## src/rtl/systolic_array_is_ctrl.sv

```systemverilog
// systolic_array_is_ctrl: job sequencer for the input-stationary systolic array.
// Loads ARRAY_HEIGHT input rows, streams weight columns, and realigns the
// returned partial sums into a valid-qualified result stream.
// Optional feature macro: SA_IS_CTRL_PERF_EN (adds perf_cycles / perf_stalls).
module systolic_array_is_ctrl #(
  parameter int unsigned INPUT_WIDTH   = 16,
  parameter int unsigned WEIGHT_WIDTH  = 16,
  parameter int unsigned PSUM_WIDTH    = 32,
  parameter int unsigned ARRAY_HEIGHT  = 4,
  parameter int unsigned ARRAY_WIDTH   = 4,
  parameter int unsigned COL_CNT_WIDTH = 8,
  parameter int unsigned PSUM_LATENCY  = 8
) (
  input  logic                                  clk,
  input  logic                                  rst_n,
  input  logic                                  start,
  input  logic [COL_CNT_WIDTH-1:0]              cfg_num_cols,
  output logic                                  busy,
  output logic                                  done,
  input  logic                                  in_valid,
  output logic                                  in_ready,
  input  logic [ARRAY_HEIGHT*INPUT_WIDTH-1:0]   in_data,
  input  logic                                  w_valid,
  output logic                                  w_ready,
  input  logic [ARRAY_WIDTH*WEIGHT_WIDTH-1:0]   w_data,
  output logic                                  input_en,
  output logic [ARRAY_HEIGHT*INPUT_WIDTH-1:0]   input_out,
  output logic                                  process_en,
  output logic [ARRAY_WIDTH*WEIGHT_WIDTH-1:0]   weight_out,
  input  logic [ARRAY_WIDTH*PSUM_WIDTH-1:0]     psum_in,
  output logic                                  psum_valid,
  output logic [ARRAY_WIDTH*PSUM_WIDTH-1:0]     psum_out
`ifdef SA_IS_CTRL_PERF_EN
  ,
  output logic [31:0]                           perf_cycles,
  output logic [31:0]                           perf_stalls
`endif
);

  localparam int unsigned IN_BUS_W = ARRAY_HEIGHT * INPUT_WIDTH;
  localparam int unsigned W_BUS_W  = ARRAY_WIDTH * WEIGHT_WIDTH;
  localparam int unsigned P_BUS_W  = ARRAY_WIDTH * PSUM_WIDTH;
  localparam int unsigned IN_CNT_W = $clog2(ARRAY_HEIGHT + 1);
  localparam int unsigned TAG_W    = PSUM_LATENCY;

  typedef enum logic [2:0] {
    S_IDLE, S_LOAD, S_STREAM, S_DRAIN, S_DONE
  } state_e;

  state_e state_q, state_d;

  logic                     busy_q, busy_d;
  logic                     done_q, done_d;
  logic                     in_ready_q, in_ready_d;
  logic                     w_ready_q, w_ready_d;
  logic                     input_en_q, input_en_d;
  logic                     process_en_q, process_en_d;
  logic                     psum_valid_q, psum_valid_d;
  logic [IN_BUS_W-1:0]      input_out_q, input_out_d;
  logic [W_BUS_W-1:0]       weight_out_q, weight_out_d;
  logic [P_BUS_W-1:0]       psum_out_q, psum_out_d;
  logic [COL_CNT_WIDTH-1:0] cols_q, cols_d;
  logic [COL_CNT_WIDTH-1:0] w_cnt_q, w_cnt_d;
  logic [IN_CNT_W-1:0]      in_cnt_q, in_cnt_d;
  logic [TAG_W-1:0]         tag_q, tag_d;

  logic in_hs, w_hs, in_last, w_last, drained, start_acc;

  assign start_acc = (state_q == S_IDLE) && start;
  assign in_hs     = in_valid && in_ready_q;
  assign w_hs      = w_valid && w_ready_q;
  assign in_last   = in_hs && (in_cnt_q == IN_CNT_W'(ARRAY_HEIGHT - 1));
  assign w_last    = w_hs && (w_cnt_q == (cols_q - COL_CNT_WIDTH'(1)));
  // The beat currently on process_en has not reached the tag register yet.
  assign drained   = (tag_q == '0) && !process_en_q;

  // State register
  always_ff @(posedge clk) begin
    if (!rst_n) state_q <= S_IDLE;
    else        state_q <= state_d;
  end

  // Next-state logic
  always_comb begin
    state_d = state_q;
    case (state_q)
      S_IDLE:   if (start_acc) state_d = S_LOAD;
      S_LOAD:   if (in_last) state_d = (cols_q == '0) ? S_DONE : S_STREAM;
      S_STREAM: if (w_last) state_d = S_DRAIN;
      S_DRAIN:  if (drained) state_d = S_DONE;
      S_DONE:   state_d = S_IDLE;
      default:  state_d = S_IDLE;
    endcase
  end

  // Registered control outputs decoded from the upcoming state
  always_comb begin
    busy_d     = (state_d != S_IDLE);
    done_d     = (state_d == S_DONE);
    in_ready_d = (state_d == S_LOAD);
    w_ready_d  = (state_d == S_STREAM);
  end

  // Datapath: job counters, beat capture, tag shift register, result realignment
  always_comb begin
    cols_d       = cols_q;
    in_cnt_d     = in_cnt_q;
    w_cnt_d      = w_cnt_q;
    input_en_d   = 1'b0;
    input_out_d  = input_out_q;
    process_en_d = 1'b0;
    weight_out_d = weight_out_q;
    psum_valid_d = 1'b0;
    psum_out_d   = psum_out_q;
    tag_d        = (tag_q << 1) | TAG_W'(process_en_q);
    if (start_acc) begin
      cols_d   = cfg_num_cols;
      in_cnt_d = '0;
      w_cnt_d  = '0;
    end
    if (in_hs) begin
      in_cnt_d    = in_cnt_q + IN_CNT_W'(1);
      input_en_d  = 1'b1;
      input_out_d = in_data;
    end
    if (w_hs) begin
      w_cnt_d      = w_cnt_q + COL_CNT_WIDTH'(1);
      process_en_d = 1'b1;
      weight_out_d = w_data;
    end
    if (tag_q[TAG_W-1]) begin
      psum_valid_d = 1'b1;
      psum_out_d   = psum_in;
    end
  end

  // Output and datapath registers
  always_ff @(posedge clk) begin
    if (!rst_n) begin
      busy_q       <= 1'b0;
      done_q       <= 1'b0;
      in_ready_q   <= 1'b0;
      w_ready_q    <= 1'b0;
      input_en_q   <= 1'b0;
      process_en_q <= 1'b0;
      psum_valid_q <= 1'b0;
      input_out_q  <= '0;
      weight_out_q <= '0;
      psum_out_q   <= '0;
      cols_q       <= '0;
      in_cnt_q     <= '0;
      w_cnt_q      <= '0;
      tag_q        <= '0;
    end else begin
      busy_q       <= busy_d;
      done_q       <= done_d;
      in_ready_q   <= in_ready_d;
      w_ready_q    <= w_ready_d;
      input_en_q   <= input_en_d;
      process_en_q <= process_en_d;
      psum_valid_q <= psum_valid_d;
      input_out_q  <= input_out_d;
      weight_out_q <= weight_out_d;
      psum_out_q   <= psum_out_d;
      cols_q       <= cols_d;
      in_cnt_q     <= in_cnt_d;
      w_cnt_q      <= w_cnt_d;
      tag_q        <= tag_d;
    end
  end

  assign busy       = busy_q;
  assign done       = done_q;
  assign in_ready   = in_ready_q;
  assign w_ready    = w_ready_q;
  assign input_en   = input_en_q;
  assign input_out  = input_out_q;
  assign process_en = process_en_q;
  assign weight_out = weight_out_q;
  assign psum_valid = psum_valid_q;
  assign psum_out   = psum_out_q;

`ifdef SA_IS_CTRL_PERF_EN
  logic [31:0] perf_cycles_q, perf_cycles_d;
  logic [31:0] perf_stalls_q, perf_stalls_d;

  // Saturating busy-cycle and weight-stall counters, cleared per job
  always_comb begin
    perf_cycles_d = perf_cycles_q;
    perf_stalls_d = perf_stalls_q;
    if (start_acc) begin
      perf_cycles_d = '0;
      perf_stalls_d = '0;
    end else begin
      if (busy_q && (perf_cycles_q != '1)) perf_cycles_d = perf_cycles_q + 32'd1;
      if ((state_q == S_STREAM) && !w_valid && (perf_stalls_q != '1))
        perf_stalls_d = perf_stalls_q + 32'd1;
    end
  end

  // Performance counter registers
  always_ff @(posedge clk) begin
    if (!rst_n) begin
      perf_cycles_q <= '0;
      perf_stalls_q <= '0;
    end else begin
      perf_cycles_q <= perf_cycles_d;
      perf_stalls_q <= perf_stalls_d;
    end
  end

  assign perf_cycles = perf_cycles_q;
  assign perf_stalls = perf_stalls_q;
`endif

endmodule
```

## config.mk

```make
export PLATFORM = sky130hd
export DESIGN_NAME = systolic_array_is_ctrl
export DESIGN_NICKNAME = d
export VERILOG_FILES = /design/src/rtl/systolic_array_is_ctrl.sv
export SDC_FILE = /design/constraint.sdc
export NUM_CORES = 1
export LEC_CHECK = 0
export CAP_MARGIN = 20
export CORE_AREA = 2 2 208 210
export CTS_BUF_LIST = sky130_fd_sc_hd__clkbuf_8
export DETAILED_ROUTE_END_ITERATION = 10
export DIE_AREA = 0 0 210 212
export MAX_ROUTING_LAYER = met4
export PLACE_DENSITY_LB_ADDON = 0.05
export SYNTH_ARGS = -nofsm -noshare
export SYNTH_HDL_FRONTEND = slang
export SYNTH_SLANG_ARGS = --single-unit
```

## constraint.sdc

```tcl
create_clock -name clk -period 3.2 [get_ports clk]
set_input_delay 0.64 -clock clk [delete_from_list [all_inputs] [get_ports clk]]
set_output_delay 0.64 -clock clk [all_outputs]
set_load 0.02 [all_outputs]
```

* After elaboration in Yosys (flattened, before gate mapping)
Index checks and enable logic that the tools add are counted.
** Storage, ports and cells
- Logic and storage cells :: 53
- Input bits :: 269
- Bits in registers :: 293
** Operators by class
- Bitwise gates (word level) :: 1
- Eq/ne operators :: 8
- Reductions and logical operators :: 13
- $add $sub $neg :: 3
- Multiplexer cells :: 13
** Operators by type and width (count)
- $mux 3 :: 7
- $logic_not 8->1 :: 2
- $mux 8 :: 2
- $eq 3x2->1 const B :: 4
- $pmux 3 s4 :: 1
- $add 8x1->8 const B :: 1
- $eq 8x8->1 :: 1
- $or 8x1->8 :: 1
- $sub 8x1->8 const B :: 1
- $eq 3x1->1 const B :: 2
- $logic_and 1x1->1 :: 6
- $reduce_bool 2->1 :: 2
- $add 3x1->3 const B :: 1
- $eq 3x3->1 const B :: 1
- $logic_not 3->1 :: 1
- $mux 1 :: 3
- $reduce_bool 3->1 :: 1
- $logic_not 1->1 :: 1

* Longest topological paths before layout
- Depth after elaboration :: 6
- Mapped depth :: 7
- Mapped depth without buffers :: 7

* Worst setup path before layout
No wires, ideal clock.
- Kind :: register to register
- Start :: register cols_q[0]
- End :: register w_ready_q, in the netlist w_ready
- Period minus slack after synthesis :: 1821 ps
- Library setup time :: 115 ps
- Setup slack :: 1379 ps
- Data arrival time :: 1706 ps
- Stages on the path, launching flop included :: 8
- Data required time :: 3085 ps
- Cells stage by stage :: dfxtp_1 > inv_1 > ha_1 > xor2_1 > or3_1 > a311oi_2 > a31oi_2 > and2_1
** Between the ends
- Word-level cells in the longest chain between the ends :: 6
- Elaborated cells between the ends (all ways) :: 9
** Ends and longest elaborated chain
- start: declaration :: RTL line 62 : logic [COL_CNT_WIDTH-1:0] cols_q, cols_d;
- start signal: assignment :: RTL line 165 : cols_q <= cols_d;
- $sub 8x1->8 :: RTL line 73 : assign w_last = w_hs && (w_cnt_q == (cols_q - COL_CNT_WIDTH'(1)));
- $eq 8x8->1 :: RTL line 73
- $logic_and 1x1->1 :: RTL line 73
- $mux 3 :: RTL line 89 : S_STREAM: if (w_last) state_d = S_DRAIN;
- $pmux 3 s4 (*) :: RTL line 86 : case (state_q)
- $eq 3x2->1 (*) :: RTL line 101 : w_ready_d = (state_d == S_STREAM);
- end signal: assignment :: RTL line 158 : w_ready_q <= w_ready_d;
- end: declaration :: RTL line 55 : logic w_ready_q, w_ready_d;
Mark *: on every way between the ends. The rest lies on a longest branch, timed or not.
A chain may end at the register's enable or synchronous reset.

* Worst setup path after layout
- Start :: register w_ready_q, in the netlist w_ready
- End :: output port w_ready
** RTL lines
- end: declaration :: RTL line 24 : output logic w_ready,
No word-level cell between the ends.

==> results <==
- The clock sink count is slightly below 300.
- The total via count in the routed design is 9595.
- The initial antenna violation count is 4.
- The number of nets at the end of the flow is 1953.
- The fmax is about 420 MHz.
- The beginning of the worst hold path is tag_q[5].
- Synthesis produced 1156 cells.
- Once the clock tree was built, the setup fixing pass inserted 0 buffers.
- At the end of routability-driven placement, the weighted congestion stood at 0.747.
- The total overflow reported by the global router is 0.
- The startpoint-to-endpoint class of the critical path is reg2out.
- The unique cell type count in the Yosys netlist is 38.
- Setup violations remaining at the end of the flow were counted as 0.
- The cell depth of the worst flop-to-flop path is 7.
- The number of design rule violations left after detail routing is 0.
- After synthesis the cells add up to 0.0111 sq mm.
- The die covers 0.0445 sq mm.
- In this run the clock root is driven by a sky130_fd_sc_hd__clkbuf_8.
- The pin count of the biggest net entering global routing is 130.
- The startpoint type of the worst setup path is a flip-flop.
- For this design the ratio of total power to cell area is around 450 mW/mm^2.
- The final critical path takes up between 70% and 80% of the cycle.
- Relative to the synthesized area, the layout overhead comes to 63.0%.
- Pin placement for this block handled 532 I/O pins.
- The area of the core is 0.0425 sq mm.
- The worst setup skew after layout is ~0.021 ns.
- The transition time of the tightest slew-check pin is ~1.0 ns.
- The post-route netlist has 6.09% of its cells at a drive strength greater than 1.
- The total iterations of the first detailed-routing run is 4.
- When the netlist entered floorplanning its net count stood at 1430.
- The effective utilization at floorplan is 26.1%.
- The count of hold-fix buffers inserted at cts is 0.
- The headroom to the max-slew limit is 31.8%.
- The number of buffers inserted during clock tree synthesis is 55.
- TritonCTS built the clock tree.
- After synthesis the netlist holds a flip-flop and latch count of a little under 300.
- The average instance area after synthesis is around 9.6 sq um.
- The worst register-to-register path has a setup slack of 1.17 ns.
- Counting flops with an async set or reset pin after synthesis yields a share of 0%.
- For this design the static power due to leakage is approximately 6.1 nW.
- In this run the worst path has a maximum fanout of 4.
- The overall power after layout is 8.14 mW.
- Data on the critical path arrives at its endpoint at around 1.7 ns.
- The hold violation total from the final report is 0.
- The initialized floorplan defines 76 standard-cell rows.
- The endpoint with the worst hold slack is tag_q[6].
- The number of max-slew violations in the final report is 0.
- The worst supply voltage drop on vdd is between 200 and 300 uV.
- The sequential share of the synthesized area is 52.8%.
- The run finished with clean final reports.
- The required time at the worst-slack endpoint is 2.56 ns.
- Setup repair after global routing left no endpoint under its margin.
- Counting both buffers and inverters, the worst setup path holds a total of 1.
- On the critical path the largest part of the delay comes from buffers and inverters.
- The ratio of routed vias to standard cells is around 4.2.
- The count of buffers inserted at the top-level ports is ~530.
- The number of global-route vias before repair is between 9000 and 10000.
- After legalization and detailed placement, the total HPWL measured roughly 27000 um.
- In the global route stage, overall resource usage came out at 17.3%.
- The die is 212 um tall.
- The utilization after layout is a little over two fifths.
- The H-tree was split into 2 levels.
- Counting instances, the worst hold path has a depth of 1.
- Summed over all layers, the routed wires come to 38800 um.
- The worst setup path is captured at an output pin.
- After layout, the minimum clock period comes to 2.38 ns.
- The wire length of the first global-routing pass is 57400 um.
- For this block, the initial DRC count from the detailed router was 316.
- The insertion delay of the later-clocked pin in the worst-skew pair is 0.62 ns.
- In this run the horizontal extent of the chip is 210 um.
- The dominant synthesized flop cell is sky130_fd_sc_hd__dfxtp_1.
- After detailed routing, the average wire length per cell comes to 17.1 um.
- The worst flop-to-flop path endpoint is w_ready.
- The count of max-cap constraint violations is 0.
- After clock tree synthesis, the clock-pin slew on the worst setup and hold paths is 0.06 ns.
- Walking the worst path, the cells encountered are clkdlybuf4s50_1.
- The clock passes through at most 3 buffers.
- The total of warnings raised by yosys is 0.
- The setup TNS is 0 ns.
- The worst register-to-register path begins at cols_q[0].
- The count of antenna-violating nets left after detailed routing is 0.
- The number of synthesized flops with an enable pin is 0.
- The worst min-delay path class is reg2reg.
- The slowest stage cell on the critical path is sky130_fd_sc_hd__clkdlybuf4s50_1.
- The biggest cell delay along the critical path is 0.73 ns.
- The post-cts repair resize count is 0.
-- synthesized netlist by cell type, drive strengths merged, types with 5 or more instances --
cell type    n  area (sq um)
dfxtp      293          5870
nand2      281          1050
a21boi     140          1050
nor2b      131           820
mux2i      129          1290
clkbuf      62           233
and2        16           100
buf         15          72.6
nand3       10          50.1
nor2        10          40.0
o21ai        9          45.0
a21oi        8          40.0
xnor2        6          52.6
ha           5          62.6
xor2         5          43.8
-- layer usage --
layer	global-route usage, %	wire length [um]	vias up
met5	-	0	-
met4	6.41	977	0
met3	6.99	3760	66
met2	27.3	17700	362
met1	19.7	16400	4296
li1	-	-	4871
-- worst register-to-register path: stages, from the launching register on --
cell and delay [ns]:
sky130_fd_sc_hd__dfxtp_1 0.44, sky130_fd_sc_hd__inv_1 0.10, sky130_fd_sc_hd__ha_1 0.25, sky130_fd_sc_hd__xor2_1 0.16, sky130_fd_sc_hd__or3_1 0.33, sky130_fd_sc_hd__a311oi_2 0.31, sky130_fd_sc_hd__a31oi_2 0.16, sky130_fd_sc_hd__and2_1 0.19
-- stage by stage --
stage	hold WS, ns	instance area [sq um]	instances	setup WS (ns)
after global placement	0.441	17000	2168	0.816
after detailed placement	0.447	17000	2168	0.847
after floorplan	0.430	11100	1156	1.38
after global routing	0.476	18100	2273	0.735
after CTS	0.459	18100	2269	0.754
final	0.454	18100	2273	0.824
-- cell type report --
type / instances / area, sq um
well taps: 546 / 683
repair buffers: 543 / 5460
inverters: 4 / 15.0
clock inverters: 26 / 110
flip-flops and latches: 293 / 5870
fillers: 4242 / 24400
multi-input cells: 782 / 4930
clock buffers: 75 / 1030
diodes: 4 / 10.0
-- logic make-up (layout without fill, tap and decap cells) --
group,Yosys count,in the layout,synth area share [%]
simple gates,471,471,20.3
compound gates,166,166,11.0
xor+xnor,11,11,0.867
buf+inv,81,648,2.88
other cells,0,4,0
mux,129,129,11.6
fa+ha+maj,5,5,0.563
flops,293,293,52.8
-- flip-flops by register name, indices dropped and copies added, names as in the netlist --
signal / flops
busy: 1
cols_q: 8
done: 1
in_cnt_q: 3
in_ready: 1
input_en: 1
input_out: 64
process_en: 1
psum_out: 128
psum_valid: 1
state_q: 3
tag_q: 8
w_cnt_q: 8
w_ready: 1
weight_out: 64
-- worst max path at each step --
stage | start | endpoint | slack [ns] | cells after the start
after CTS | w_ready | w_ready | 0.75 | 1
final | w_ready | w_ready | 0.82 | 1
after detailed placement | w_valid | w_cnt_q[6] | 0.85 | 6
after floorplan | cols_q[0] | w_ready | 1.38 | 7
after global routing | w_ready | w_ready | 0.73 | 1
after global placement | w_valid | w_cnt_q[6] | 0.82 | 6
-- placed cells by master (no fill, tap or decap), types with 6 or more instances in the layout --
master / Yosys / routed
sky130_fd_sc_hd__a21boi_0: 140 / 140
sky130_fd_sc_hd__a21oi_1: 8 / 8
sky130_fd_sc_hd__and2_1: 16 / 14
sky130_fd_sc_hd__buf_4: 0 / 8
sky130_fd_sc_hd__clkbuf_8: 0 / 75
sky130_fd_sc_hd__clkdlybuf4s50_1: 0 / 530
sky130_fd_sc_hd__dfxtp_1: 293 / 292
sky130_fd_sc_hd__inv_1: 4 / 25
sky130_fd_sc_hd__mux2i_1: 129 / 129
sky130_fd_sc_hd__nand2_1: 281 / 279
sky130_fd_sc_hd__nand3_1: 10 / 10
sky130_fd_sc_hd__nor2_1: 9 / 9
sky130_fd_sc_hd__nor2b_1: 131 / 131
sky130_fd_sc_hd__o21ai_0: 9 / 9
sky130_fd_sc_hd__xnor2_1: 6 / 6
-- power by group --
part | switching [mW] | internal (mW)
Clock | 1.65 | 2.07
Sequential | 0.0297 | 3.69
Combinational | 0.248 | 0.450
No activity file was read; power rests on OpenSTA's default activity.
